<file path="config.mk">
export PLATFORM = sky130hd
export DESIGN_NAME = rv_regfile_sb
export DESIGN_NICKNAME = d
export VERILOG_FILES = /design/src/rtl/rv_regfile_sb.sv
export SDC_FILE = /design/constraint.sdc
export NUM_CORES = 1
export LEC_CHECK = 0
export BUFFER_PORTS_ARGS = -buffer_cell sky130_fd_sc_hd__buf_4
export CAP_MARGIN = 5
export CORE_ASPECT_RATIO = 1.75
export CORE_MARGIN = 2
export CORE_UTILIZATION = 45
export DETAILED_ROUTE_END_ITERATION = 12
export PLACE_DENSITY = 0.67
export SYNTH_ARGS = -nofsm -noshare
export SYNTH_HDL_FRONTEND = slang
export SYNTH_SLANG_ARGS = --single-unit
</file>
<file path="constraint.sdc">
create_clock -name clk -period 2.9 [get_ports clk]
set_input_delay 0.145 -clock clk [delete_from_list [all_inputs] [get_ports clk]]
set_output_delay 0.145 -clock clk [all_outputs]
set_load 0.05 [all_outputs]
</file>
<file path="src/rtl/rv_regfile_sb.sv">
// rv_regfile_sb: integer register file with a pending-write scoreboard and a sequential clear engine.
// Optional same-cycle writeback-to-read bypass is enabled by defining RV_REGFILE_BYPASS_EN.
module rv_regfile_sb #(
    parameter int XLEN  = 32,
    parameter int NREGS = 16,
    parameter int AW    = $clog2(NREGS)
) (
    input  logic            clk,
    input  logic            rst_n,
    input  logic            clear_req,
    output logic            ready,
    input  logic [AW-1:0]   rs1_addr,
    input  logic [AW-1:0]   rs2_addr,
    output logic [XLEN-1:0] rs1_data,
    output logic [XLEN-1:0] rs2_data,
    output logic            rs1_busy,
    output logic            rs2_busy,
    input  logic            iss_valid,
    input  logic [AW-1:0]   iss_addr,
    input  logic            rd_we,
    input  logic [AW-1:0]   rd_addr,
    input  logic [XLEN-1:0] rd_data
);

    typedef enum logic [0:0] {ST_CLEAR = 1'b0, ST_RUN = 1'b1} state_t;

    localparam logic [AW-1:0] ADDR_ZERO = {AW{1'b0}};
    localparam logic [AW-1:0] PTR_FIRST = AW'(1);
    localparam logic [AW-1:0] PTR_LAST  = AW'(NREGS - 1);

    if ((NREGS != 16) && (NREGS != 32)) begin : g_bad_nregs
        $error("rv_regfile_sb: NREGS must be 16 or 32");
    end

    state_t            state_r;
    logic [AW-1:0]     ptr_r;
    logic              ready_r;
    logic [NREGS-1:0]  busy_r;
    logic [XLEN-1:0]   regs_r [NREGS];

    logic              accept_s;
    logic              wr_fire_s;
    logic              iss_fire_s;
    logic [1:0][AW-1:0]   port_addr_s;
    logic [1:0][XLEN-1:0] port_data_s;
    logic [1:0]           port_busy_s;

    // Qualify writeback and issue: only in RUN, and dropped when a clear is being requested.
    always_comb begin
        accept_s   = (state_r == ST_RUN) && !clear_req;
        wr_fire_s  = accept_s && rd_we && (rd_addr != ADDR_ZERO);
        iss_fire_s = accept_s && iss_valid && (iss_addr != ADDR_ZERO);
    end

    // Control FSM and scoreboard; the issue update comes last so set beats clear on the same address.
    always_ff @(posedge clk or negedge rst_n) begin
        if (!rst_n) begin
            state_r <= ST_CLEAR;
            ptr_r   <= PTR_FIRST;
            ready_r <= 1'b0;
            busy_r  <= {NREGS{1'b0}};
        end else begin
            case (state_r)
                ST_CLEAR: begin
                    busy_r <= {NREGS{1'b0}};
                    if (ptr_r == PTR_LAST) begin
                        state_r <= ST_RUN;
                        ready_r <= 1'b1;
                        ptr_r   <= PTR_FIRST;
                    end else begin
                        ptr_r <= ptr_r + PTR_FIRST;
                    end
                end
                ST_RUN: begin
                    if (clear_req) begin
                        state_r <= ST_CLEAR;
                        ready_r <= 1'b0;
                        ptr_r   <= PTR_FIRST;
                        busy_r  <= {NREGS{1'b0}};
                    end else begin
                        if (wr_fire_s) begin
                            busy_r[rd_addr] <= 1'b0;
                        end
                        if (iss_fire_s) begin
                            busy_r[iss_addr] <= 1'b1;
                        end
                    end
                end
                default: begin
                    state_r <= ST_CLEAR;
                    ready_r <= 1'b0;
                    ptr_r   <= PTR_FIRST;
                    busy_r  <= {NREGS{1'b0}};
                end
            endcase
        end
    end

    // Storage array without reset so it maps onto distributed RAM; entry 0 is never written.
    always_ff @(posedge clk) begin
        if (state_r == ST_CLEAR) begin
            regs_r[ptr_r] <= {XLEN{1'b0}};
        end else if (wr_fire_s) begin
            regs_r[rd_addr] <= rd_data;
        end
    end

    assign port_addr_s = {rs2_addr, rs1_addr};

    // Combinational read ports; x0 and the whole file read as zero/not-busy while clearing.
    always_comb begin
        for (int p = 0; p < 2; p++) begin
            port_data_s[p] = {XLEN{1'b0}};
            port_busy_s[p] = 1'b0;
            if (ready_r && (port_addr_s[p] != ADDR_ZERO)) begin
`ifdef RV_REGFILE_BYPASS_EN
                if (wr_fire_s && (rd_addr == port_addr_s[p])) begin
                    port_data_s[p] = rd_data;
                    port_busy_s[p] = iss_fire_s && (iss_addr == port_addr_s[p]);
                end else begin
                    port_data_s[p] = regs_r[port_addr_s[p]];
                    port_busy_s[p] = busy_r[port_addr_s[p]];
                end
`else
                port_data_s[p] = regs_r[port_addr_s[p]];
                port_busy_s[p] = busy_r[port_addr_s[p]];
`endif
            end else begin
                port_data_s[p] = {XLEN{1'b0}};
                port_busy_s[p] = 1'b0;
            end
        end
    end

    assign ready    = ready_r;
    assign rs1_data = port_data_s[0];
    assign rs2_data = port_data_s[1];
    assign rs1_busy = port_busy_s[0];
    assign rs2_busy = port_busy_s[1];

endmodule

</file>
[Yosys cells after proc, flatten, opt, wreduce, memory -nomap -nowiden]
Memories as Yosys holds them, arrays and structs flattened.
Cells that the tools add are included.
Cells by class
  add/sub/neg operators: 1
  muxes and demuxes: 34
  magnitude comparators: 6
  reductions and logical operators: 16
  $mul: 0
  eq/ne operators: 3
  shift operators: 0
  bitwise operators: 4
  div/mod/pow operators: 0
Operator list (number)
  $mux 32: 3
  $mux 16: 5
  $pmux 16 s2: 1
  $reduce_or 32->1: 1
  $lt 4x5->1 const B: 4
  $and 16x16->16: 1
  $not 16->16: 1
  $or 16x16->16: 1
  $reduce_bool 4->1: 4
  $mux 1: 15
  $mux 4: 3
  $logic_and 1x1->1: 9
  $bmux 1 s4: 2
  $demux 1 s4: 2
  $ge 4x1->1 const B: 2
  $pmux 4 s2: 1
  $add 4x1->4 const B: 1
  $eq 4x4->1 const B: 1
  $ne 2x2->1 const B: 2
  $pmux 1 s2: 2
  $reduce_and 2->1: 1
  $logic_not 1->1: 1
  $not 1->1: 1
Storage, ports and cells
  memories kept: 1
  latch bits: 0
  bits of input ports: 53
  output and inout port bits: 67
  bits in registers: 22
  ROM bits: 0
  RAM bits: 512
Memories
  regs_r: depth 16, bits a word 32, read ports 2, clocked after Yosys merged registers in 0, wr ports 1, line 39  | logic [XLEN-1:0] regs_r [NREGS];

[Longest topological paths before layout]
  depth after elaboration: 13
  gate-level depth with buffers: 7
  gate-level depth less buffers: 5

[Worst setup path before layout]
No wires, ideal clock.
  path type: reg-to-reg
  start point: register state_r
  end point: memory regs_r[1][0], enable pin
  stages on the path, launching flop included: 6
  required time: 2.479 ns
  period minus slack after synthesis: 2.950 ns
  buffers on the path: 1
  slack: -0.050 ns
  arrival time: 2.529 ns
  setup time: 0.421 ns
  cells stage by stage: dfrtp_1 buf_2 nand3b_1 nor3b_2 a31oi_1 nor2_1
Between the ends
  cells in the longest elaborated chain, start to end: 8
  elaborated cells on any way between the ends: 10
  those cells by class: mux: 6; reduce/logical: 4
RTL lines
  from (decl): line 35  | state_t state_r;
  from (signal assigned): line 58  | state_r <= ST_CLEAR;
  from (signal assigned): line 67  | state_r <= ST_RUN;
  from (signal assigned): line 76  | state_r <= ST_CLEAR;
  $logic_and 1x1->1: line 50  | accept_s = (state_r == ST_RUN) && !clear_req;
  $logic_and 1x1->1 (2 in a row): line 51  | wr_fire_s = accept_s && rd_we && (rd_addr != ADDR_ZERO);
  $mux 1: line 103  | end else if (wr_fire_s) begin
  $mux 1: line 101  | if (state_r == ST_CLEAR) begin
  $mux 1 (not written as such): line 104  | regs_r[rd_addr] <= rd_data;
  $reduce_or 32->1 (no source line)
  $mux 4 (no source line) or $mux 1 (tied branches)
  to (decl): line 39
Several ways; a longest one is shown, not always the timed one.

[Worst setup path after layout]
  start point: register ready_r, in the netlist ready
  end point: output port rs2_data[31]
Between the ends
  cells in the longest elaborated chain, start to end: 2
RTL lines
  from (decl): line 37  | logic ready_r;
  from (signal assigned): line 60  | ready_r <= 1'b0;
  from (signal assigned): line 68  | ready_r <= 1'b1;
  from (signal assigned): line 77  | ready_r <= 1'b0;
  $logic_and 1x1->1: line 115  | if (ready_r && (port_addr_s[p] != ADDR_ZERO)) begin
  $mux 32: line 115
  to (decl): line 15  | output logic [XLEN-1:0] rs2_data,
No other way between the ends.

==> run metrics <==
worst slew pin tran=1070 ps; Clock Path Buffers=3; FF-to-FF setup slack=310 ps; Area growth syn-to-layout=16.3%; Critical Path Fanout Max=20; CORE AREA=52500 um^2; per-cell routed wire length=27.8 um; CTS tree=yes; fin util=52.9%; critical path startpoint category=flip-flop; critical register-to-register path startpoint=state_r; remaining antenna violation count=0; Synth Area per Inst=13.9 um^2; routed vias/inst=6.27; synthesis warning total=0; Routability Congestion=0.822; HP Start=rd_addr[1]; die width=178 um; final setup vio count=0; R2R depth=6; clock slew at reported path FFs=60 ps; Setup CP Type=reg -> out; unrepaired setup endpoints after global routing=false; gr ovfl total=0; Leakage=0.0104 uW; final hold vios=0; overall global routing resource usage=25.9%; vias in the first global route=16967; post-synth cell types=50; clk root buf=clkbuf_16; Initial DRT Pass Iterations=6; Synth Instances=1714; EDFF count, synth=480; worst hold path class=in -> reg; WHS Endpoint=busy_r[1]; PD cells=768 nW/um^2; drt drc=0; Mapped Nets=1768; initial core utilization=45.5%; clock sink count=501; die area=55000 um^2; detailed router's first-iteration violation count=1727; Yosys top cell area share=60.3%; Synth area leaders=edfxtp_1 (60%), mux2i_1 (15%), mux2_2 (4.6%); top cells by count, synth=edfxtp_1 (480), mux2i_1 (362), o22ai_1 (134), nand2_1 (111), mux2_2 (98); IO buf count=119; layout cells sized above 1=21.2%; fin crit period=2810 ps; total number of vias=16112; FFs w/ async S/R, synth=4.19%; crit end category=output port; final slew viol count=0; crit share post-route=97.0%; DP Wirelength=43600 um; fmax=0.356 GHz; worst rel slew slack=27.7%; Mapped Area=23900 um^2; die height=309 um; status=finished, final reports clean; Final #Nets=1911; RR Endpoint=busy_r[15]; pin count of the biggest net entering global routing=59; initial antenna violation count=2; Hold Path Cell Cnt=4; Max IR drop VDD=0.452 mV; Most used DFF post-synth=edfxtp_1; cell with the most instances after synthesis=edfxtp_1; H-tree depth=2; standard-cell rows=111; Worst Skew=15.9 ps; global-route wire length before repair=104000 um; worst skew pair latency=570 ps; post-synthesis sequential area ratio=62.5%; Synth area leader=edfxtp_1; TritonCTS buffer count=45; final WL=71400 um; Required @ worst endpoint=2760 ps; Setup TNS Final=0 ps; Max-Cap Viols=0; Worst Path Arrival=2670 ps; # IOs=120; #FFs+latches synth=501
## worst max-delay path, cell delays in order, from the launching register on
cell and delay [ps]:
dfrtp_2 560, or3b_2 490, buf_4 280, a211oi_1 310
a221oi_1 100, nand2_1 140, buf_4 220
## where the power goes
part           internal (uW)  total (uW)  switching [uW]
registers               9440       10100             610
clock network           3060        5650            2590
logic                   1780        5630            3850
total                  14300       21300            7040
## area by class of cell
class / count / area [um^2]
multi-input cells: 1077 / 8500
fillers: 4294 / 24700
clock buffers: 59 / 1190
repair buffers: 225 / 2130
clock inverters: 20 / 146
diodes: 1 / 2.50
inverters: 7 / 26.3
well taps: 678 / 848
flip-flops and latches: 501 / 14900
## registers in the layout (all words and copies together) (netlist names)
| register | count |
|---|---|
| ready | 1 |
| state_r | 1 |
| busy_r | 15 |
| regs_r | 480 |
| ptr_r | 4 |
## timing repair
item,in CTS,in global routing
gates resized for setup,3,0
buffers inserted,2,0
hold buffers,14,0
endpoints found under the setup margin,51,0
hold endpoints to repair,34,0
## how the worst max path moves through the flow
stage               cells past startpoint             end  startpoint  slack, ps
floorplan                               5    regs_r[1][0]     state_r        -50
global placement                        6  regs_r[12][14]     state_r        340
global route                            6    rs2_data[31]       ready          2
CTS                                     6    rs2_data[31]       ready        120
finish                                  6    rs2_data[31]       ready         90
detailed placement                      6  regs_r[12][18]     state_r        350
## per-stage QoR
stage	cell area, um^2	setup WS (ps)	hold slack (ps)	power, uW	cells
after floorplan	23900	-50.2	-151	13300	1714
after global placement	26300	341	47.5	15600	2472
after detailed placement	26300	349	48.3	15800	2472
after CTS	27800	121	0.202	21400	2567
after global routing	27800	1.59	31.4	22000	2567
final	27800	87.9	18.2	21300	2568
## cells by family after synthesis
kind of cell	after synthesis	share of synthesized area (%)
AND/OR/NAND/NOR	311	6.31
flip-flops	501	62.5
adder cells (fa/ha/maj)	1	0.0524
XOR/XNOR	1	0.0367
AO/OA/AOI/OAI	303	8.63
multiplexers	461	19.9
buffers and inverters	136	2.56
## placed cells by master, fill, tap and decap left out, types with 13 or more instances in the layout
master         count
mux2_2            98
o22ai_1          134
nor2_4            16
dfrtp_1           19
buf_4            176
nor4_1            32
buf_12            31
a21oi_1           37
a211oi_1          65
nor2_1            73
nand3_1           13
edfxtp_1         480
clkbuf_16         45
clkbuf_1          13
a221oi_1          33
dlygate4sd3_1     14
nand2_1          111
mux2i_1          362
and2_1            32
## metal layers
layer	global-route usage, %	share of wire (%)
met5	0	0.014
met4	12.0	4.7
met3	3.38	6.2
met2	46.4	52
met1	30.6	37
Note: power is estimated with default switching activity, not from simulation.
